$ cat config.mk
export PLATFORM = sky130hd
export DESIGN_NAME = mem_access
export DESIGN_NICKNAME = d
export VERILOG_FILES = /design/src/rtl/mem_pkg.sv /design/src/rtl/mem_access_load_extract.sv /design/src/rtl/mem_access.sv
export SDC_FILE = /design/constraint.sdc
export NUM_CORES = 1
export LEC_CHECK = 0
export CAP_MARGIN = 20
export CELL_PAD_IN_SITES_DETAIL_PLACEMENT = 1
export CELL_PAD_IN_SITES_GLOBAL_PLACEMENT = 1
export CORE_ASPECT_RATIO = 0.8
export CORE_UTILIZATION = 31
export CTS_CLUSTER_SIZE = 24
export DETAILED_ROUTE_END_ITERATION = 8
export PLACE_DENSITY = 0.76
export SLEW_MARGIN = 15
export SYNTH_ARGS = -nofsm -noshare
export SYNTH_HDL_FRONTEND = slang
export SYNTH_SLANG_ARGS = --single-unit
$ cat constraint.sdc
create_clock -name clk -period 2.2 [get_ports clk]
set_clock_uncertainty 0.2 [all_clocks]
set_input_delay 0.22 -clock clk [delete_from_list [all_inputs] [get_ports clk]]
set_output_delay 0.22 -clock clk [all_outputs]
set_load 0.05 [all_outputs]
$ cat src/rtl/mem_pkg.sv
// Shared encodings for the MEM stage.
//   MEMRW_*  : memory operation field from EX/MEM
//   DSIZE_*  : access size field from EX/MEM (2'b11 behaves as a word)
//   state_t  : handshake FSM states
//   cnt_width: bit width of the no-ack timeout counter
package mem_pkg;

    localparam logic [1:0] MEMRW_NONE  = 2'b00;
    localparam logic [1:0] MEMRW_LOAD  = 2'b01;
    localparam logic [1:0] MEMRW_STORE = 2'b10;

    localparam logic [1:0] DSIZE_B = 2'b00;
    localparam logic [1:0] DSIZE_H = 2'b01;
    localparam logic [1:0] DSIZE_W = 2'b10;

    typedef enum logic {
        ST_IDLE = 1'b0,
        ST_WAIT = 1'b1
    } state_t;

    // The counter has to be able to hold the value timeout_cyc itself.
    function automatic int cnt_width(input int timeout_cyc);
        return $clog2(timeout_cyc + 1);
    endfunction

endpackage

$ cat src/rtl/mem_access_load_extract.sv
// Load data extraction: selects the byte/half at the byte offset of the
// read word and sign- or zero-extends it. Word accesses pass through.
// Purely combinational so the forwarding path can reuse it.
//   i_rdata    : 32-bit word read from memory
//   i_ofs      : byte offset addr[1:0]
//   i_size     : DSIZE_B / DSIZE_H / word
//   i_unsigned : 1 = zero-extend (LBU/LHU)
//   o_data     : extended 32-bit load result
module load_extract
    import mem_pkg::*;
(
    input  logic [31:0] i_rdata,
    input  logic [1:0]  i_ofs,
    input  logic [1:0]  i_size,
    input  logic        i_unsigned,
    output logic [31:0] o_data
);

    logic [7:0]  w_byte;
    logic [15:0] w_half;

    assign w_byte = i_rdata[{i_ofs, 3'b000} +: 8];
    // Halfwords are only ever extracted aligned, so ofs[0] does not matter.
    assign w_half = i_rdata[{i_ofs[1], 4'b0000} +: 16];

    always_comb begin
        o_data = i_rdata;
        case (i_size)
            DSIZE_B: o_data = i_unsigned ? {24'b0, w_byte} : {{24{w_byte[7]}}, w_byte};
            DSIZE_H: o_data = i_unsigned ? {16'b0, w_half} : {{16{w_half[15]}}, w_half};
            default: o_data = i_rdata;
        endcase
    end

endmodule

$ cat src/rtl/mem_access.sv
// MEM stage of the RV32I pipeline: req/ack handshake to data memory with
// store lane placement, load extraction, misalign detection and a no-ack
// timeout. Drives the MEM/WB register and the upstream stall.
//   clk, rst                    : clock, synchronous active-high reset
//   in_valid, *_pype2           : EX/MEM register fields
//   dmem_*                      : data memory request/response
//   stall                       : hold EX/MEM while an access is outstanding
//   *_pype3                     : MEM/WB register fields
//   misalign_err, bus_err       : one-cycle error pulses
//
// state   | meaning
// --------+-----------------------------------------------------------
// ST_IDLE | no access outstanding; EX/MEM sampled every cycle
// ST_WAIT | request on the bus, fields latched, waiting for dmem_ack
module mem_access
    import mem_pkg::*;
#(
    parameter int TIMEOUT_CYC = 16
) (
    input  logic        clk,
    input  logic        rst,
    input  logic        in_valid,
    input  logic [31:0] ALU_co_pype,
    input  logic [31:0] read_data2_pype2,
    input  logic [1:0]  dsize_pype2,
    input  logic [1:0]  MemRW_pype2,
    input  logic [2:0]  funct3_pype2,
    input  logic [4:0]  WReg_pype2,
    input  logic        RegWrite_pype2,
    input  logic [1:0]  MemtoReg_pype2,
    input  logic [31:0] PCp4_pype2,
    output logic        dmem_req,
    output logic        dmem_we,
    output logic [31:0] dmem_addr,
    output logic [3:0]  dmem_be,
    output logic [31:0] dmem_wdata,
    input  logic        dmem_ack,
    input  logic [31:0] dmem_rdata,
    output logic        stall,
    output logic [31:0] load_data_pype3,
    output logic [31:0] ALU_co_pype3,
    output logic [31:0] PCp4_pype3,
    output logic [4:0]  WReg_pype3,
    output logic        RegWrite_pype3,
    output logic [1:0]  MemtoReg_pype3,
    output logic        misalign_err,
    output logic        bus_err
);

    localparam int CNT_W = cnt_width(TIMEOUT_CYC);

    state_t           r_state, w_state_nxt;
    logic [CNT_W-1:0] r_cnt;

    logic        r_we, r_uns, r_regwrite;
    logic [31:0] r_addr, r_wdata, r_pcp4;
    logic [3:0]  r_be;
    logic [1:0]  r_size, r_memtoreg;
    logic [4:0]  r_wreg;

    logic        w_mem_op, w_is_byte, w_is_half, w_misaligned;
    logic        w_accept, w_done, w_abort;
    logic [1:0]  w_ofs;
    logic [3:0]  w_be_lane;
    logic [31:0] w_wdata_lane, w_ext;
    logic        w_unused;

    assign w_unused     = ^funct3_pype2[1:0];
    assign w_ofs        = ALU_co_pype[1:0];
    assign w_mem_op     = in_valid & ((MemRW_pype2 == MEMRW_LOAD) | (MemRW_pype2 == MEMRW_STORE));
    assign w_is_byte    = (dsize_pype2 == DSIZE_B);
    assign w_is_half    = (dsize_pype2 == DSIZE_H);
    assign w_misaligned = (w_is_half & w_ofs[0]) | (!w_is_byte & !w_is_half & (w_ofs != 2'b00));

    always_comb begin
        w_be_lane    = 4'b1111;
        w_wdata_lane = read_data2_pype2;
        if (w_is_byte) begin
            w_be_lane    = 4'b0001 << w_ofs;
            w_wdata_lane = {4{read_data2_pype2[7:0]}};
        end else if (w_is_half) begin
            w_be_lane    = 4'b0011 << w_ofs;
            w_wdata_lane = {2{read_data2_pype2[15:0]}};
        end
    end

    load_extract u_load_extract (
        .i_rdata    (dmem_rdata),
        .i_ofs      (r_addr[1:0]),
        .i_size     (r_size),
        .i_unsigned (r_uns),
        .o_data     (w_ext)
    );

    always_ff @(posedge clk) begin
        if (rst) r_state <= ST_IDLE;
        else     r_state <= w_state_nxt;
    end

    always_comb begin
        w_state_nxt = r_state;
        stall       = 1'b0;
        dmem_req    = 1'b0;
        w_accept    = 1'b0;
        w_done      = 1'b0;
        w_abort     = 1'b0;
        case (r_state)
            ST_IDLE: begin
                if (w_mem_op && !w_misaligned) begin
                    w_accept    = 1'b1;
                    stall       = 1'b1;
                    w_state_nxt = ST_WAIT;
                end
            end
            ST_WAIT: begin
                dmem_req = 1'b1;
                stall    = !dmem_ack;
                if (dmem_ack) begin
                    w_done      = 1'b1;
                    w_state_nxt = ST_IDLE;
                end else if (r_cnt == CNT_W'(TIMEOUT_CYC - 1)) begin
                    // This no-ack cycle is the TIMEOUT_CYC-th one.
                    w_abort     = 1'b1;
                    w_state_nxt = ST_IDLE;
                end
            end
            default: w_state_nxt = ST_IDLE;
        endcase
    end

    assign dmem_we    = r_we;
    assign dmem_addr  = {r_addr[31:2], 2'b00};
    assign dmem_be    = r_be;
    assign dmem_wdata = r_wdata;

    always_ff @(posedge clk) begin
        if (rst) begin
            r_cnt           <= '0;
            r_we            <= 1'b0;
            r_uns           <= 1'b0;
            r_regwrite      <= 1'b0;
            r_addr          <= '0;
            r_wdata         <= '0;
            r_pcp4          <= '0;
            r_be            <= '0;
            r_size          <= '0;
            r_memtoreg      <= '0;
            r_wreg          <= '0;
            load_data_pype3 <= '0;
            ALU_co_pype3    <= '0;
            PCp4_pype3      <= '0;
            WReg_pype3      <= '0;
            RegWrite_pype3  <= 1'b0;
            MemtoReg_pype3  <= '0;
            misalign_err    <= 1'b0;
            bus_err         <= 1'b0;
        end else begin
            misalign_err <= 1'b0;
            bus_err      <= 1'b0;
            if (r_state == ST_IDLE) begin
                if (w_accept) begin
                    r_we           <= (MemRW_pype2 == MEMRW_STORE);
                    r_addr         <= ALU_co_pype;
                    r_be           <= w_be_lane;
                    r_wdata        <= w_wdata_lane;
                    r_size         <= dsize_pype2;
                    r_uns          <= funct3_pype2[2];
                    r_regwrite     <= RegWrite_pype2;
                    r_wreg         <= WReg_pype2;
                    r_memtoreg     <= MemtoReg_pype2;
                    r_pcp4         <= PCp4_pype2;
                    r_cnt          <= '0;
                    RegWrite_pype3 <= 1'b0;
                end else begin
                    // Plain ALU op, bubble, or a misaligned access turned into a bubble.
                    load_data_pype3 <= '0;
                    ALU_co_pype3    <= ALU_co_pype;
                    PCp4_pype3      <= PCp4_pype2;
                    WReg_pype3      <= WReg_pype2;
                    MemtoReg_pype3  <= MemtoReg_pype2;
                    RegWrite_pype3  <= RegWrite_pype2 & in_valid & !w_mem_op;
                    misalign_err    <= w_mem_op;
                end
            end else begin
                RegWrite_pype3 <= 1'b0;
                if (w_done) begin
                    load_data_pype3 <= r_we ? 32'b0 : w_ext;
                    ALU_co_pype3    <= r_addr;
                    PCp4_pype3      <= r_pcp4;
                    WReg_pype3      <= r_wreg;
                    MemtoReg_pype3  <= r_memtoreg;
                    RegWrite_pype3  <= r_regwrite;
                    r_cnt           <= '0;
                end else if (w_abort) begin
                    bus_err <= 1'b1;
                    r_cnt   <= '0;
                end else begin
                    r_cnt <= r_cnt + 1'b1;
                end
            end
        end
    end

endmodule

==> flow_summary_export.csv <==
group,metric,value,unit
outcome,status,"finished with violations",
outcome,violations,"negative hold slack",
critical_path,max_stage_delay,0.82,ns
global_routing,grt_pass1_vias,10100,
cts,cts_tree,"built",
cts,numCtsBuffers,26,
timing,setup_slack,0.0376,ns
die,initial_utilization,31.5,%
drt,drc,0,
placement,dp_cells,1864,
timing,max_slew_margin,46.9,%
critical_path,slowest_stage,"clkdlybuf4s50_1",
yosys,synthTopCellsByArea,"dfxtp_1 44%, a211oi_2 8.4%, nand2_1 7.3%, a21oi_1 5.3%, nand3b_1 5.1%",
critical_path,critPathKind,"reg -> out",
timing,worst_slew_pin_slew,0.796,ns
timing,period_needed,2.16,ns
global_routing,grt_pass1_wl,55.4,mm
drt,vias,9758,
yosys,async_flop_share,0,%
placement,dpl.hpwl,25.0,mm
hold_path,worstHoldStart,"ALU_co_pype[0]",
critical_path,r2r_start,"r_cnt[0]",
critical_path,r2r_slack,0.10,ns
critical_path,critical-path-top-delay-family,"buffers and inverters",
die,die_h,164,µm
cts,insertion_delay,0.54,ns
placement,dpl_worst_slack,-0.383,ns
yosys,synthCells,1168,
critical_path,worstPathArrival,1.74,ns
layout,fin_nets,1624,
critical_path,critPathLaunchType,"flip-flop",
timing,fin_hold_ws,-0.00703,ns
die,num_rows,59,
yosys,avgSynthCellArea,8.75,µm²
timing,finalHoldViolations,1,
timing,setup_viol,0,
drt,routed_via_density,5.10,
power,ir_drop,0.000542,V
critical_path,cp-end-kind,"output pin",
drt,avgRoutedWirePerCell,18.7,µm
yosys,yosysWarnings,0,
die,chipWidth,205,µm
critical_path,worst_r2r_endpoint,"r_cnt[3]",
power,p_leak,0.00547,µW
placement,place.gp.congestion,0.847,
die,fp.coreArea,0.0325,mm²
die,dieArea,0.0337,mm²
critical_path,path_cells,"clkdlybuf4s50_1",
placement,port_buffers,319,
drt,wirelength,35.9,mm
cts,cts_buffer_depth,3,
layout,stdcell_count,1914,
timing,clock.fmax,462,MHz
yosys,synth_cell_types,46,
layout,drive_above_1_share,16.4,%
drt,drt_iter0_markers,509,
hold_path,hold_depth,4,
yosys,synth.yosys.seq_area_share,43.9,%
power,power_density,771,mW/mm²
timing,maxSlewViolCount,0,
layout,area_growth,47.2,%
layout,finish.utilization,46.3,%
cts,cts_root_buf,"clkbuf_16",
yosys,post-synth-top-area-fraction,43.9,%
flow_run,maxCapViolCount,0,
hold_path,hp-class,"in -> reg",
die,io_pins,324,
yosys,synth_edf_count,0,
global_routing,grt_max_degree,122,
yosys,syn_area,0.0102,mm²
critical_path,cp_max_fo,2,
yosys,synth_top_area_cell,"dfxtp_1",
cts,htree_levels,1,
critical_path,required,1.78,ns
critical_path,worst-r2r-cell-count,6,
global_routing,grtUsageTotal,20.5,%
timing,tns,0,ns
drt,ant_nets,0,
cts,cts_sinks,224,
global_routing,antenna_found_initial,2,
yosys,ys.flop_type,"dfxtp_1",
timing,post-route-period-util,98.3,%
cts,clk_pin_slew,0.06,ns
yosys,ys_seq_elements,224,
hold_path,worstHoldEndpoint,"r_addr[0]",
critical_path,critPathBufInv,1,
global_routing,grt_overflow,0,
drt,drt_first_pass_iters,4,
## routing by layer
metal	vias to the layer above	share of wire, %	global-route usage [%]
met5	-	0	0
li1	4646	-	-
met2	242	47	34.0
met3	45	6.2	5.11
met4	0	1.6	3.97
met1	4825	45	26.8
## cell usage in the layout (no fill, tap or decap), types with 6 or more instances in the layout
cell             synthesis  final
clkinv_2                 0      7
inv_1                   16     14
buf_12                   0     21
o221a_2                  8      8
clkdlybuf4s50_1          0    299
nand3b_1                70     70
a21oi_1                108    108
dlymetal6s2s_1           0      7
nand2_1                199    199
o221ai_1                 7      7
mux2_2                   7      7
dlygate4sd2_1            0      9
clkbuf_16                0     27
nand3_1                  7      6
nor3_1                   6      6
buf_4                   38     63
o2bb2ai_1               32     32
nor2_1                 117    117
a311oi_2                 8      8
mux2i_1                 10     10
dfxtp_1                224    223
o21ai_0                 97     96
a221oi_1                 7      7
a211oi_2                69     69
## cell usage after synthesis, types with 2 or more instances
library cell / number
a2111oi_2: 2
o21ai_0: 97
mux2_2: 7
buf_6: 11
o221a_2: 8
a311oi_2: 8
inv_1: 16
and3_1: 2
nand2_1: 199
buf_4: 38
o2bb2ai_1: 32
buf_1: 10
a211oi_2: 69
nor3_1: 6
nor3b_1: 3
nand3_1: 7
dfxtp_1: 224
buf_2: 30
a221oi_1: 7
clkbuf_1: 43
nand2b_1: 6
a21oi_1: 108
nor2_1: 117
mux2i_1: 10
o221ai_1: 7
ha_1: 7
nor2b_1: 3
a211oi_1: 4
nand3b_1: 70
## sequential cells by signal, summed over array words and instances (netlist names), 2 cells and up
signal,count
WReg_pype3,5
dmem_be,4
r_memtoreg,2
r_wreg,5
r_pcp4,32
dmem_wdata,32
r_cnt,5
MemtoReg_pype3,2
ALU_co_pype3,32
load_data_pype3,32
r_size,2
r_addr,32
PCp4_pype3,32
## report_power, final
part,switching [µW],internal (µW)
clock,1760,2710
combinational,1630,1060
sequential,151,4300
total,3540,8070
## stage by stage
step                      cell area, µm²  total power [µW]
after global routing               15000             12100
after CTS                          15000             11700
final                              15000             11600
after floorplan                    10200              6120
after global placement             14100              7160
after detailed placement           14100              7210
## cell families after synthesis
logic type,Yosys count,share of synthesized area [%]
flip-flops,224,43.9
other,1,0.0367
AND/OR/NAND/NOR,421,19.3
buffers and inverters,149,8.04
multiplexers,17,1.75
AO/OA/AOI/OAI,349,26.2
adder cells (fa/ha/maj),7,0.857
## cell type report
class | count | area, µm²
Fill cell | 3711 | 17400
Multi-Input combinational cell | 796 | 4960
Tap cell | 427 | 534
Inverter | 17 | 63.8
Clock buffer | 33 | 738
Timing Repair Buffer | 405 | 4120
Sequential cell | 224 | 4490
Clock inverter | 11 | 136
Antenna cell | 1 | 2.50
## worst max path at each step
stage	endpoint	slack [ns]	depth (start not counted)	startpoint
final	PCp4_pype3[18]	0.04	1	PCp4_pype3[18]
after floorplan	stall	0.01	5	r_state
after detailed placement	dmem_wdata[16]	-0.38	9	MemRW_pype2[0]
after global routing	dmem_be[0]	-0.0001	1	dmem_be[0]
after global placement	dmem_wdata[20]	-0.36	9	MemRW_pype2[0]
after CTS	stall	-0.02	6	r_state
## timing repair
| item | 4_1_cts | 5_1_grt |
|---|---|---|
| gates cloned | 0 | 0 |
| buffers inserted | 2 | 2 |
| gates resized for setup | 17 | 10 |
| hold buffers | 1 | 0 |
| hold endpoints to repair | 28 | 0 |
| endpoints found under the setup margin | 11 | 22 |
| pin swaps | 1 | 1 |
Power figures use the tool's default switching activity.
